File: src/rtl/riscv_fetch_unit.sv
`default_nettype none
// +----------------------------------------------------------------------------+
// | riscv_fetch_unit                                                           |
// | Instruction fetch front end: issues word requests, buffers instruction/PC  |
// | pairs in a credit-limited prefetch queue, hands them to decode.            |
// | Optional feature macro: FETCH_JAL_PREDECODE_EN (JAL predecode redirect).   |
// | Revision: 1.0                                                              |
// +----------------------------------------------------------------------------+
module riscv_fetch_unit #(
    parameter int          DEPTH    = 4,
    parameter logic [31:0] RESET_PC = 32'h0
) (
    input  logic        clock,
    input  logic        reset,
    output logic        imem_req_valid,
    output logic [31:0] imem_req_addr,
    input  logic        imem_req_ready,
    input  logic        imem_rsp_valid,
    input  logic [31:0] imem_rsp_data,
    input  logic        redirect_valid,
    input  logic [31:0] redirect_pc,
    output logic        if_valid,
    output logic [31:0] if_instr,
    output logic [31:0] if_pc,
    input  logic        if_ready
);

    localparam int c_PTR_W = $clog2(DEPTH);
    localparam int c_CNT_W = c_PTR_W + 1;
    localparam int c_SUM_W = c_CNT_W + 1;
    localparam logic [c_SUM_W-1:0] c_DEPTH_SUM  = c_SUM_W'(DEPTH);
    localparam logic [c_CNT_W-1:0] c_DEPTH_CNT  = c_CNT_W'(DEPTH);
    localparam logic [31:0]        c_WORD_MASK  = 32'hFFFF_FFFC;

    logic [31:0]        r_fetch_pc_q, w_fetch_pc_d;
    logic [31:0]        r_rsp_pc_q, w_rsp_pc_d;
    logic [c_CNT_W-1:0] r_outstanding_q, w_outstanding_d;
    logic [c_CNT_W-1:0] r_discard_q, w_discard_d;
    logic [c_CNT_W-1:0] r_count_q, w_count_d;
    logic [c_PTR_W-1:0] r_rd_ptr_q, w_rd_ptr_d;
    logic [c_PTR_W-1:0] r_wr_ptr_q, w_wr_ptr_d;
    logic [31:0]        r_instr_mem_q [DEPTH];
    logic [31:0]        r_pc_mem_q    [DEPTH];

    logic [31:0] w_redirect_pc;
    logic [31:0] w_jal_target;
    logic        w_jal_redirect;
    logic        w_credit_ok;
    logic        w_req_fire;
    logic        w_push;
    logic        w_pop;
    logic        w_full;

    // Stale in-flight requests still hold a credit until their response drains.
    assign w_credit_ok   = ({1'b0, r_count_q} + {1'b0, r_outstanding_q}) < c_DEPTH_SUM;
    assign w_redirect_pc = redirect_pc & c_WORD_MASK;
    assign w_push        = imem_rsp_valid && (r_discard_q == '0) && !redirect_valid;
    assign w_pop         = if_valid && if_ready && !redirect_valid;
    assign w_full        = (r_count_q == c_DEPTH_CNT);

`ifdef FETCH_JAL_PREDECODE_EN
    localparam logic [6:0] c_OPC_JAL = 7'b1101111;
    assign w_jal_redirect = w_push && (imem_rsp_data[6:0] == c_OPC_JAL);
    assign w_jal_target   = (r_rsp_pc_q + {{11{imem_rsp_data[31]}}, imem_rsp_data[31],
                             imem_rsp_data[19:12], imem_rsp_data[20],
                             imem_rsp_data[30:21], 1'b0}) & c_WORD_MASK;
`else
    assign w_jal_redirect = 1'b0;
    assign w_jal_target   = r_rsp_pc_q;
`endif

    assign imem_req_valid = !reset && !redirect_valid && !w_jal_redirect && w_credit_ok;
    assign imem_req_addr  = r_fetch_pc_q;
    assign w_req_fire     = imem_req_valid && imem_req_ready;

    assign if_valid = (r_count_q != '0);
    assign if_instr = if_valid ? r_instr_mem_q[r_rd_ptr_q] : '0;
    assign if_pc    = if_valid ? r_pc_mem_q[r_rd_ptr_q]    : '0;

    always_comb begin
        w_fetch_pc_d    = r_fetch_pc_q;
        w_rsp_pc_d      = r_rsp_pc_q;
        w_outstanding_d = r_outstanding_q + c_CNT_W'(w_req_fire) - c_CNT_W'(imem_rsp_valid);
        w_discard_d     = r_discard_q;
        w_count_d       = r_count_q + c_CNT_W'(w_push) - c_CNT_W'(w_pop);
        w_rd_ptr_d      = r_rd_ptr_q + c_PTR_W'(w_pop);
        w_wr_ptr_d      = r_wr_ptr_q + c_PTR_W'(w_push);

        if (w_req_fire) begin
            w_fetch_pc_d = r_fetch_pc_q + 32'd4;
        end
        if (w_push) begin
            w_rsp_pc_d = r_rsp_pc_q + 32'd4;
        end
        if (imem_rsp_valid && (r_discard_q != '0)) begin
            w_discard_d = r_discard_q - 1'b1;
        end

        // Everything still in flight after this cycle belongs to the old path.
        if (redirect_valid) begin
            w_fetch_pc_d = w_redirect_pc;
            w_rsp_pc_d   = w_redirect_pc;
            w_discard_d  = r_outstanding_q - c_CNT_W'(imem_rsp_valid);
            w_count_d    = '0;
            w_rd_ptr_d   = '0;
            w_wr_ptr_d   = '0;
        end else if (w_jal_redirect) begin
            w_fetch_pc_d = w_jal_target;
            w_rsp_pc_d   = w_jal_target;
            w_discard_d  = r_outstanding_q - c_CNT_W'(imem_rsp_valid);
        end
    end

    always_ff @(posedge clock) begin
        if (reset) begin
            r_fetch_pc_q    <= RESET_PC;
            r_rsp_pc_q      <= RESET_PC;
            r_outstanding_q <= '0;
            r_discard_q     <= '0;
            r_count_q       <= '0;
            r_rd_ptr_q      <= '0;
            r_wr_ptr_q      <= '0;
        end else begin
            r_fetch_pc_q    <= w_fetch_pc_d;
            r_rsp_pc_q      <= w_rsp_pc_d;
            r_outstanding_q <= w_outstanding_d;
            r_discard_q     <= w_discard_d;
            r_count_q       <= w_count_d;
            r_rd_ptr_q      <= w_rd_ptr_d;
            r_wr_ptr_q      <= w_wr_ptr_d;
        end
    end

    // Queue storage needs no reset: outputs are masked while the queue is empty.
    always_ff @(posedge clock) begin
        if (w_push) begin
            r_instr_mem_q[r_wr_ptr_q] <= imem_rsp_data;
            r_pc_mem_q[r_wr_ptr_q]    <= r_rsp_pc_q;
        end
    end

    a_no_overflow: assert property (@(posedge clock) disable iff (reset) !(w_push && w_full));

endmodule
`default_nettype wire
File: config.mk
export PLATFORM = sky130hd
export DESIGN_NAME = riscv_fetch_unit
export DESIGN_NICKNAME = d
export VERILOG_FILES = /design/src/rtl/riscv_fetch_unit.sv
export SDC_FILE = /design/constraint.sdc
export NUM_CORES = 1
export LEC_CHECK = 0
export CAP_MARGIN = 20
export CELL_PAD_IN_SITES_DETAIL_PLACEMENT = 0
export CELL_PAD_IN_SITES_GLOBAL_PLACEMENT = 1
export CORE_ASPECT_RATIO = 0.8
export CORE_MARGIN = 1
export CORE_UTILIZATION = 35
export CTS_CLUSTER_SIZE = 40
export DETAILED_ROUTE_END_ITERATION = 16
export PLACE_DENSITY_LB_ADDON = 0.1
export SLEW_MARGIN = 20
export SYNTH_ARGS = -nofsm -noshare
export SYNTH_HDL_FRONTEND = slang
export SYNTH_SLANG_ARGS = --single-unit
File: constraint.sdc
create_clock -name clock -period 9.15 [get_ports clock]
set_input_delay 1.83 -clock clock [delete_from_list [all_inputs] [get_ports clock]]
set_output_delay 1.83 -clock clock [all_outputs]
set_load 0.005 [all_outputs]
==> key figures, run 1 <==
Timing
  • Final hold vios: 0
  • Setup_tns: 0 ps
  • Clk_skew: about 13 ps
  • RSZ-0062 raised after global routing: no
  • Setup Viol. Count Final: 0
  • WHS: 540 ps
  • Fmax: 175 MHz
  • Final Slew Violations: 0
  • Fin crit share: 62.3%
  • Worst slew margin: 38.8%
  • Worst slew pin tran: 918 ps
  • Post-route setup slack: 3450 ps
  • Minimum clock period: 5700 ps

Setup path
  • Worst path slowest cell: clkdlybuf4s50_1
  • Critical Path Source Type: input pin
  • Required @ worst endpoint: around 7300 ps
  • Levels on crit path: 5
  • R2R cell count: 12
  • Type of the worst setup path: in2out
  • CP dominant cell by count: clkdlybuf4s50_1
  • Top delay family on crit path: buffers and inverters
  • Worst path arrival time: 3870 ps
  • Worst Path Buf+Inv: 3
  • R2R Setup Slk: 5650 ps
  • Largest fanout on the critical path: 45
  • Critical Path, Cell by Cell: clkdlybuf4s50_1, buf_4, or2_1, nor3_1, clkdlybuf4s50_1
  • CP Capture Type: output pin
  • CP peak stage delay: ~570 ps

Placed design
  • Worst setup slack after placement: 3440 ps
  • Port bufs: roughly 160
  • RePlAce Congestion: 0.741
  • Dpl cell area: 0.0156 mm2
  • Final HPWL DP: 21.2 mm

Clock tree
  • CTS tree: done
  • Maximum root-to-sink buffer count: 3
  • H-tree levels: 2
  • # resized after CTS: 0
  • Hold Buf Count CTS: 0
  • Post-CTS Repair Setup Buffers: 0
  • CTS Buf Count: 35
  • Root buffer cell: clkbuf_16
  • Clk sinks: 321
  • Worst-Skew Late Latency: roughly 520 ps
  • Clk slew on worst S/H paths: 60 ps

Route
  • Iter 0 DRT Violations: 584
  • Routed length per placed instance: between 20 and 25 um
  • # DRC: 0
  • Via count: just under 8,000
  • Vias/cell: 5.11
  • Antenna-violating nets left: 0
  • Detailed Routing Iterations Pass 1: 4
  • Final WL: 33.5 mm

Final layout
  • Filler cell count: 3,389
  • Reg area: 0.00891 mm2
  • Util after Layout: 44.5%
  • Layout cell share with drive strength beyond 1: about an eighth
  • Multi-input logic area: 0.00428 mm2
  • Cell area after layout: 0.0167 mm2
  • N_diodes: 0
  • Synth-to-layout area growth: 24.0%
  • Layout Nets: 1,128

Floorplanning
  • Initial Utilization: 35.9%
  • Die Height: 177 um
  • Num ports: 168
  • Core ar.: 0.0374 mm2
  • Die Wd: between 200 and 250 um
  • Rows: 63
  • DIE AREA: around 0.04 mm2

Global routing
  • Initial antenna violation count: 1
  • GRT Util Overall: around 17%
  • Largest net degree at the start of global routing: 72
  • Vias in the first global route: 8,025
  • Total congestion overflow: 0
  • First-pass GRT wire length: around 50 mm

Yosys
  • Mean area per synthesized cell: 15.3 um2
  • Post-synth top cells: edfxtp_1, dfxtp_1, nor2b_1
  • Synthesis-stage register bit count: 321
  • YS warnings: 0
  • Synth top area cells: edfxtp_1, dfxtp_1, mux4_2
  • Share of the synthesized area in the top cell type: approximately 55%
  • Yosys cell types: 51
  • Count leader, synth: edfxtp_1
  • FFs w/ async S/R, synth: 0%
  • Sequential area share after synthesis: 66.3%
  • Number of synthesized flops with an enable pin: 248
  • Ys flop type: edfxtp_1
  • Synthesized area: 0.0134 mm2
  • Post-synthesis cell count: 879
  • Yosys top cell by area: edfxtp_1

Worst hold path
  • WHS Path Cells: 2
  • Worst Hold Class: reg2reg

Job
  • Max Cap Viol: 0

Pwr
  • VDD IR max: around 0.00010 V
  • Lkg Pwr: 0.00523 uW
  • Pwr/cell area: 197 mW/mm2

Outcome
  • Status: finished, final reports clean
path summary, 6_finish.rpt:
| check | from | endpoint |
|---|---|---|
| min reg2reg | imem_req_addr[8] | imem_req_addr[8] |
| max reg2reg | r_outstanding_q[2] | r_outstanding_q[2] |
| min | imem_req_addr[8] | imem_req_addr[8] |
| max | reset | imem_req_valid |
tightest hold or removal path, delay by kind of cell, from the launching register on:
family | cells | cell delay (ps)
compound gates | 2 | 160
flops | 1 | 330
placed cells by master (no fill, tap or decap), types with 18 or more instances in the layout:
cell type / instances
nand2_1: 38
nor2_1: 32
edfxtp_1: 248
xnor2_1: 29
mux4_2: 62
nor2b_1: 63
clkbuf_16: 36
a21boi_0: 18
clkdlybuf4s50_1: 161
dfxtp_1: 71
nand4_1: 22
nand3_1: 26
inv_1: 18
layer usage:
metal | vias up | global-route usage [%] | share of wire (%)
met2 | 183 | 27.0 | 45
met4 | 0 | 4.22 | 1.5
li1 | 3733 | - | -
met5 | - | 0 | 0
met1 | 3990 | 25.0 | 49
met3 | 40 | 3.32 | 4.6
registers in the layout (all words and copies together) (netlist names):
signal           cells
imem_req_addr       30
r_count_q            3
r_discard_q          3
r_instr_mem_q      128
r_outstanding_q      3
r_pc_mem_q         120
r_rd_ptr_q           2
r_rsp_pc_q          30
r_wr_ptr_q           2
stage by stage:
stage          total power (uW)  instances
6_report                   3280       1555
5_1_grt                    3410       1555
4_1_cts                    3320       1555
3_5_place_dp               1960       1492
3_3_place_gp               1960       1492
2_1_floorplan              1820        882
cell families after synthesis:
kind of cell               Yosys count  share of synthesized area (%)
and+or+nand+nor                    259                           11.1
buffers and inverters               70                           2.17
AOI/OAI and AO/OA                  104                           5.38
DFF                                321                           66.3
muxes                               62                           10.4
adders and majority gates           16                           1.60
other                                1                         0.0279
xor gates and xnor gates            46                           3.00
power breakdown:
group	internal (uW)	switching, uW	total, uW	leakage, uW
Sequential	1620	45.3	1670	0.00286
Clock	771	575	1350	0.000526
Combinational	135	129	263	0.00184
cell type report:
cell class              instances  share of cell area (%)
flip-flops and latches        321                    53.5
multi-input cells             491                    25.7
repair buffers                173                    10.2
clock buffers                  46                    5.75
well taps                     487                    3.66
clock inverters                17                   0.773
inverters                      20                   0.450
No activity file was read; power rests on OpenSTA's default activity.
==> run 2: changes to the inputs <==
==> constraint.sdc (replaced) <==
create_clock -name clock -period 5.1 [get_ports clock]
set_input_delay 1.02 -clock clock [delete_from_list [all_inputs] [get_ports clock]]
set_output_delay 1.02 -clock clock [all_outputs]
set_load 0.005 [all_outputs]
==> key figures, run 2 (synthesis gave the netlist of run 1 again) <==
Pwr
  • NetSw: 1300 uW (was 749 uW)
  • Gate power share: 8.1% (was 8.0%)
  • Lkg Pwr: 0.00525 uW (was 0.00523 uW)
  • Pwr/cell area: 347 mW/mm2 (was 197 mW/mm2)
  • Sw frac: 22.3% (was 22.9%)
  • Sequential fraction of design power: 51.4% (was 50.9%)
  • VDD IR max: 0.000230 V (was 0.000105 V)
  • Clock share of power: 40.5% (was 41.1%)
  • P_int: 4520 uW (was 2530 uW)

Global routing
  • First-pass GRT wire length: 49.6 mm (was 50.9 mm)
  • GRT Util Overall: 16.6% (was 17.4%)
  • Total congestion overflow: 0 (unchanged)
  • Busiest grt layer: met1 (was met2)
  • Initial antenna violation count: 0 (was 1)
  • Largest net degree at the start of global routing: 72 (unchanged)
  • Met1 Use GR: 25.1% (was 25.0%)
  • Vias in the first global route: 8,178 (was 8,025)
  • Met3 Use GR: 3.29% (was 3.32%)
  • Met2 GRT Util: 24.2% (was 27.0%)

Floorplanning
  • Die Wd: 221 um (unchanged)
  • Die Height: 177 um (unchanged)
  • Rows: 63 (unchanged)
  • DIE AREA: 0.0392 mm2 (unchanged)
  • Num ports: 168 (unchanged)
  • Core ar.: 0.0374 mm2 (unchanged)
  • Initial Utilization: 35.9% (unchanged)

Final layout
  • Largest register by flop count: r_instr_mem_q (unchanged)
  • Most frequent cells in the layout: edfxtp_1, clkdlybuf4s50_1, dfxtp_1 (unchanged)
  • Synth-to-layout area growth: 24.6% (was 24.0%)
  • Layout cell share with drive strength beyond 1: 12.9% (was 13.2%)
  • Top flop regs: r_instr_mem_q x128, r_pc_mem_q x120 (unchanged)
  • N_diodes: 0 (unchanged)
  • Commonest non-fill, non-tap cell in the layout: edfxtp_1 (unchanged)
  • Layout Nets: 1,128 (unchanged)
  • Non-filler cells, final: 1,552 (was 1,555)
  • Largest register FFs: 128 (unchanged)

Clock tree
  • CTS Buf Count: 34 (was 35)
  • Post-CTS Repair Setup Buffers: 0 (unchanged)
  • Root buffer cell: clkbuf_16 (unchanged)
  • Worst-Skew Late Latency: 520 ps (about the same)
  • Maximum root-to-sink buffer count: 3 (unchanged)
  • H-tree levels: 2 (unchanged)
  • Clk slew on worst S/H paths: 60 ps (about the same)
  • CTS tree: done (unchanged)
  • # resized after CTS: 0 (unchanged)
  • Hold Buf Count CTS: 0 (unchanged)
  • Clk sinks: 321 (unchanged)

Setup path
  • Critical Path, Cell by Cell: buf_12, mux4_2, nor2b_1, clkdlybuf4s50_1 (was clkdlybuf4s50_1, buf_4, or2_1, nor3_1, clkdlybuf4s50_1)
  • Largest fanout on the critical path: 34 (was 45)
  • Worst path arrival time: 2850 ps (was 3870 ps)
  • Type of the worst setup path: reg2out (was in2out)
  • Worst Path Buf+Inv: 2 (was 3)
  • Reg2reg start: r_outstanding_q[2] (unchanged)
  • Critical Path Source Type: register (was input pin)
  • Top delay family on crit path: buffers and inverters (unchanged)
  • CP peak stage delay: 750 ps (was 570 ps)
  • R2R cell count: 13 (was 12)
  • Worst path slowest cell: dfxtp_4 (was clkdlybuf4s50_1)
  • Required @ worst endpoint: 4080 ps (was 7320 ps)
  • R2R Setup Slk: 1840 ps (was 5650 ps)
  • Worst Setup EP: if_pc[26] (was imem_req_valid)
  • Levels on crit path: 4 (was 5)
  • Worst setup startpoint: r_rd_ptr_q[0] (was reset)
  • CP Capture Type: output pin (unchanged)
  • Reg2reg end: r_outstanding_q[2] (unchanged)

Worst hold path
  • Worst Hold Class: reg2reg (unchanged)

Route
  • Final WL: 31.8 mm (was 33.5 mm)
  • Routed length per placed instance: 20.5 um (was 21.6 um)
  • Iter 0 DRT Violations: 402 (was 584)
  • # DRC: 0 (unchanged)
  • Via count: 7,931 (was 7,946)
  • Vias/cell: 5.11 (about the same)
  • Antenna-violating nets left: 0 (unchanged)
  • Detailed Routing Iterations Pass 1: 5 (was 4)

Placed design
  • Final HPWL DP: 20.0 mm (was 21.2 mm)
  • Placed instance count: 1,493 (was 1,492)
  • Port bufs: 161 (unchanged)
  • RePlAce Congestion: 0.783 (was 0.741)

Timing
  • Worst slew margin: 35.0% (was 38.8%)
  • Fmax: 258 MHz
  • Minimum clock period: 3870 ps
  • Final hold vios: 0 (unchanged)
  • Clk_skew: 20.5 ps (was 13.0 ps)
  • Final Slew Violations: 0 (unchanged)
  • Worst slew pin tran: 962 ps (was 918 ps)
  • Setup_tns: 0 ps (unchanged)
  • RSZ-0062 raised after global routing: no (unchanged)
  • Fin crit share: 75.9%
  • Setup Viol. Count Final: 0 (unchanged)

Outcome
  • Status: finished, final reports clean (unchanged)

Job
  • Max Cap Viol: 0 (unchanged)
## run 2: through the flow
step / total power [uW] / utilization [%] / cell area [um2] / setup WS [ps] / hold WS [ps]
2_1_floorplan: 3270 / - / 13500 / 291 / 481
3_3_place_gp: 3520 / 41.9 / 15700 / 1060 / 532
3_5_place_dp: 3520 / 41.9 / 15700 / 1060 / 519
4_1_cts: 5900 / 44.7 / 16700 / 1110 / 533
5_1_grt: 6070 / 44.7 / 16700 / 1030 / 567
6_report: 5820 / 44.7 / 16700 / 1230 / 537
## run 2: per-layer routing
layer	vias up	wire length [um]
li1	3720	-
met1	3947	16100
met2	224	13400
met3	40	1710
met4	0	595
met5	-	0
## run 2: final cells by class
type                    count  area, um2
clock buffers              44        910
clock inverters            15        143
fillers                  3341      20700
inverters                  20       75.1
multi-input cells         491       4290
flip-flops and latches    321       8910
well taps                 487        609
repair buffers            174       1810
## run 2: power by group through the flow
stage / combinational, uW / clock [uW] / sequential (uW)
finish: 470 / 2360 / 2990
global route: 522 / 2540 / 3000
CTS: 480 / 2430 / 2990
detailed placement: 477 / 0 / 3040
global placement: 476 / 0 / 3040
floorplan: 249 / 0 / 3020
## run 2: tightest hold or removal path, delay by kind of cell, from the launching register on
family         cells  cell delay (ps)
flip-flops         1              340
AO/OA/AOI/OAI      2              140
## run 2: worst min-delay path by stage
stage / from / cells after the start / slack [ps] / to
floorplan: r_rsp_pc_q[31] / 0 / 480 / r_pc_mem_q[0][31]
global placement: imem_req_addr[8] / 2 / 530 / imem_req_addr[8]
detailed placement: imem_req_addr[25] / 2 / 520 / imem_req_addr[25]
CTS: imem_req_addr[25] / 2 / 530 / imem_req_addr[25]
global route: imem_req_addr[3] / 2 / 570 / imem_req_addr[3]
finish: imem_req_addr[25] / 2 / 540 / imem_req_addr[25]
==> variant, RTL diff (config.mk and constraints of run 2) <==
Reset style: asynchronous (`reset`), changed in one clocked block.
--- a/src/rtl/riscv_fetch_unit.sv
+++ b/src/rtl/riscv_fetch_unit.sv
@@ -111,7 +111,7 @@
         end
     end
 
-    always_ff @(posedge clock) begin
+    always_ff @(posedge clock or posedge reset) begin
         if (reset) begin
             r_fetch_pc_q    <= RESET_PC;
             r_rsp_pc_q      <= RESET_PC;
Behaviour: differs if reset is asserted again (counterexample within 4 cycles, from zero or initial values and one cycle with reset high); with reset held inactive, the same outputs for 4 cycles.
==> variant against run 2 <==
Worst hold slack improved by 32 ps. Routed wire length fell by 1.1%. Final area grew 0.37%. Area after synthesis grew 0.53%. Sequential cell count unchanged. Worst setup slack worse by 160 ps. Core utilization grew 0.069 points. Clock skew decreased by 6.8 ps. Highest routed layer unchanged.
Power is not compared: it rests on default switching activity, and its combinational part moved more than twofold at a synthesized area within 25%.
==> variant: results (changes against run 2) <==
Power
  • Leakage: 5.593 nW
  • Worst vdd ir: 0.3156 mV

Cells and area
  • Ant diodes: 0 (unchanged)
  • Biggest regs: r_instr_mem_q: 128 flops, r_pc_mem_q: 120 flops
  • NumNets Final: 1113 (-1.3%)
  • Share of cells above drive strength 1: 14.10% (+1.2 points)

Synth
  • Number of synthesized flops with an enable pin: 248 (unchanged)
  • Top cells by count, synth: edfxtp_1, dfrtp_1, nor2b_1
  • Top cells by area, synth: edfxtp_1, dfrtp_1, mux4_2
  • Async SR Flop Fraction: 22.74% (+23 points)
  • Warnings, synthesis: 0 (unchanged)
  • Seq/Total Area, Yosys: 68.65% (+2.4 points)
  • Netlist cell types: 43 (-16%)

Global route
  • First-pass GRT wire length: 48680 µm (-1.9%)
  • Largest net degree at the start of global routing: 67 (-6.9%)
  • Vias in the first global route: 8076 (-1.2%)
  • GRT Util Overall: 16.30% (-0.31 points)
  • Initial antenna violation count: 0 (unchanged)

Route
  • Initial DRC Count: 336 (-16%)
  • Pre-Repair DR Iteration Count: 4 (-1)
  • Average wire per standard cell: 20.46 µm (-0.13%)
  • Via count: 7799 (-1.7%)

Critical path
  • R2R Setup Slk: 2200 ps (+360 ps)
  • Worst path slowest cell: dfrtp_4
  • Cell depth of the worst flop-to-flop path: 9 (-4)
  • Setup crit start: r_rd_ptr_q[0]
  • Worst Path Max Fanout: 34 (unchanged)
  • Slowest Stage Delay on Critical Path: 830 ps (+80 ps)
  • Critical R2R Capture: imem_req_addr[27]
  • Worst Path Arrival: 3010 ps (+160 ps)
  • Worst reg2reg startpoint: r_count_q[1]

Clock network
  • Clock Path Buffers: 3 (unchanged)
  • CTS HTree Levels: 2 (unchanged)
  • Reg clk slew, reported paths: 60 ps (about the same)
  • Setup Fix Bufs, Post-CTS: 0 (unchanged)
  • CTS root buffer: clkbuf_16
  • CTS buffer count: 34 (unchanged)
  • Latest clock arrival within the worst-skew pair: 530 ps
  • CTS resizes: 0 (unchanged)

Placed design
  • I/O Buffers: 161 (unchanged)
  • GP Congestion: 0.7580 (-3.2%)
  • Worst slack, placed: 1310 ps (+245.5 ps)
  • HPWL Detailed: 19720 µm (-1.4%)

Min path
  • Worst hold path startpoint: imem_req_addr[8]
  • WHS Endpoint: imem_req_addr[8]
  • Hold Crit Depth: 1 (-1)
  • Hold Path Class: register to register

Timing
  • Setup Skew: 13.74 ps (-6.762 ps)
  • Slew at the pin closest to its max-slew limit: 883.3 ps (-78.82 ps)
  • Hold slack: 569.3 ps (+32.19 ps)

Run status
  • Status: finished clean
## variant: cell types whose count changed after synthesis, moves of 10 or more
cell,change
nand2_1,+23
a211oi_1,-11
a31oi_1,-10
dfxtp_1,-73
o21a_1,-12
dfrtp_1,+73
a21boi_0,-18
nor2_1,-12
o21ai_0,+35
## variant: per-layer routing
| layer | global-route usage, % | vias to the layer above | routed length, µm |
|---|---|---|---|
| met1 | 24.05 | 3941 | 15430 |
| li1 | - | 3615 | - |
| met4 | 4.109 | 0 | 516 |
| met5 | 0 | - | 0 |
| met2 | 24.63 | 199 | 13880 |
| met3 | 3.179 | 44 | 1630 |
## variant: stage by stage
stage	instance area, µm²	std cells
after floorplan	13530	854
after detailed placement	15770	1478
final	16810	1537
after global placement	15770	1478
after global routing	16810	1537
after CTS	16810	1537
## variant: layout make-up
type	count	area, µm²
fillers	3346	20710
inverters	21	78.83
well taps	487	609.3
multi-input cells	470	4015
clock inverters	15	122.6
repair buffers	179	1792
clock buffers	44	909.6
flip-flops and latches	321	9279
## variant: cell families after synthesis
logic type	synth area share, %
flip-flops	68.65
AND/OR/NAND/NOR	10.30
AO/OA/AOI/OAI	3.594
multiplexers	11.16
buffers and inverters	1.954
XOR/XNOR	2.723
adder cells (fa/ha/maj)	1.593
other	0.02776
## variant: critical path: cells and delay by family, from the launching register on
family,cells,cell delay [ps]
buffers and inverters,2,950
DFF,1,830
muxes,1,530
and+or+nand+nor,1,140
## variant: how the worst max path moves through the flow
| stage | to | slack (ps) | cells after the start |
|---|---|---|---|
| global route | if_pc[11] | 870 | 4 |
| finish | if_pc[11] | 1070 | 4 |
| detailed placement | imem_req_addr[27] | 1310 | 9 |
| global placement | imem_req_addr[27] | 1350 | 9 |
| CTS | if_pc[11] | 960 | 4 |
| floorplan | r_instr_mem_q[1][0] | 520 | 4 |
## variant: report_power, final
part           internal [mW]  total [mW]  switching, mW
combinational          0.965        1.74          0.772
clock                   1.32        2.30          0.987
sequential              2.99        3.19          0.201
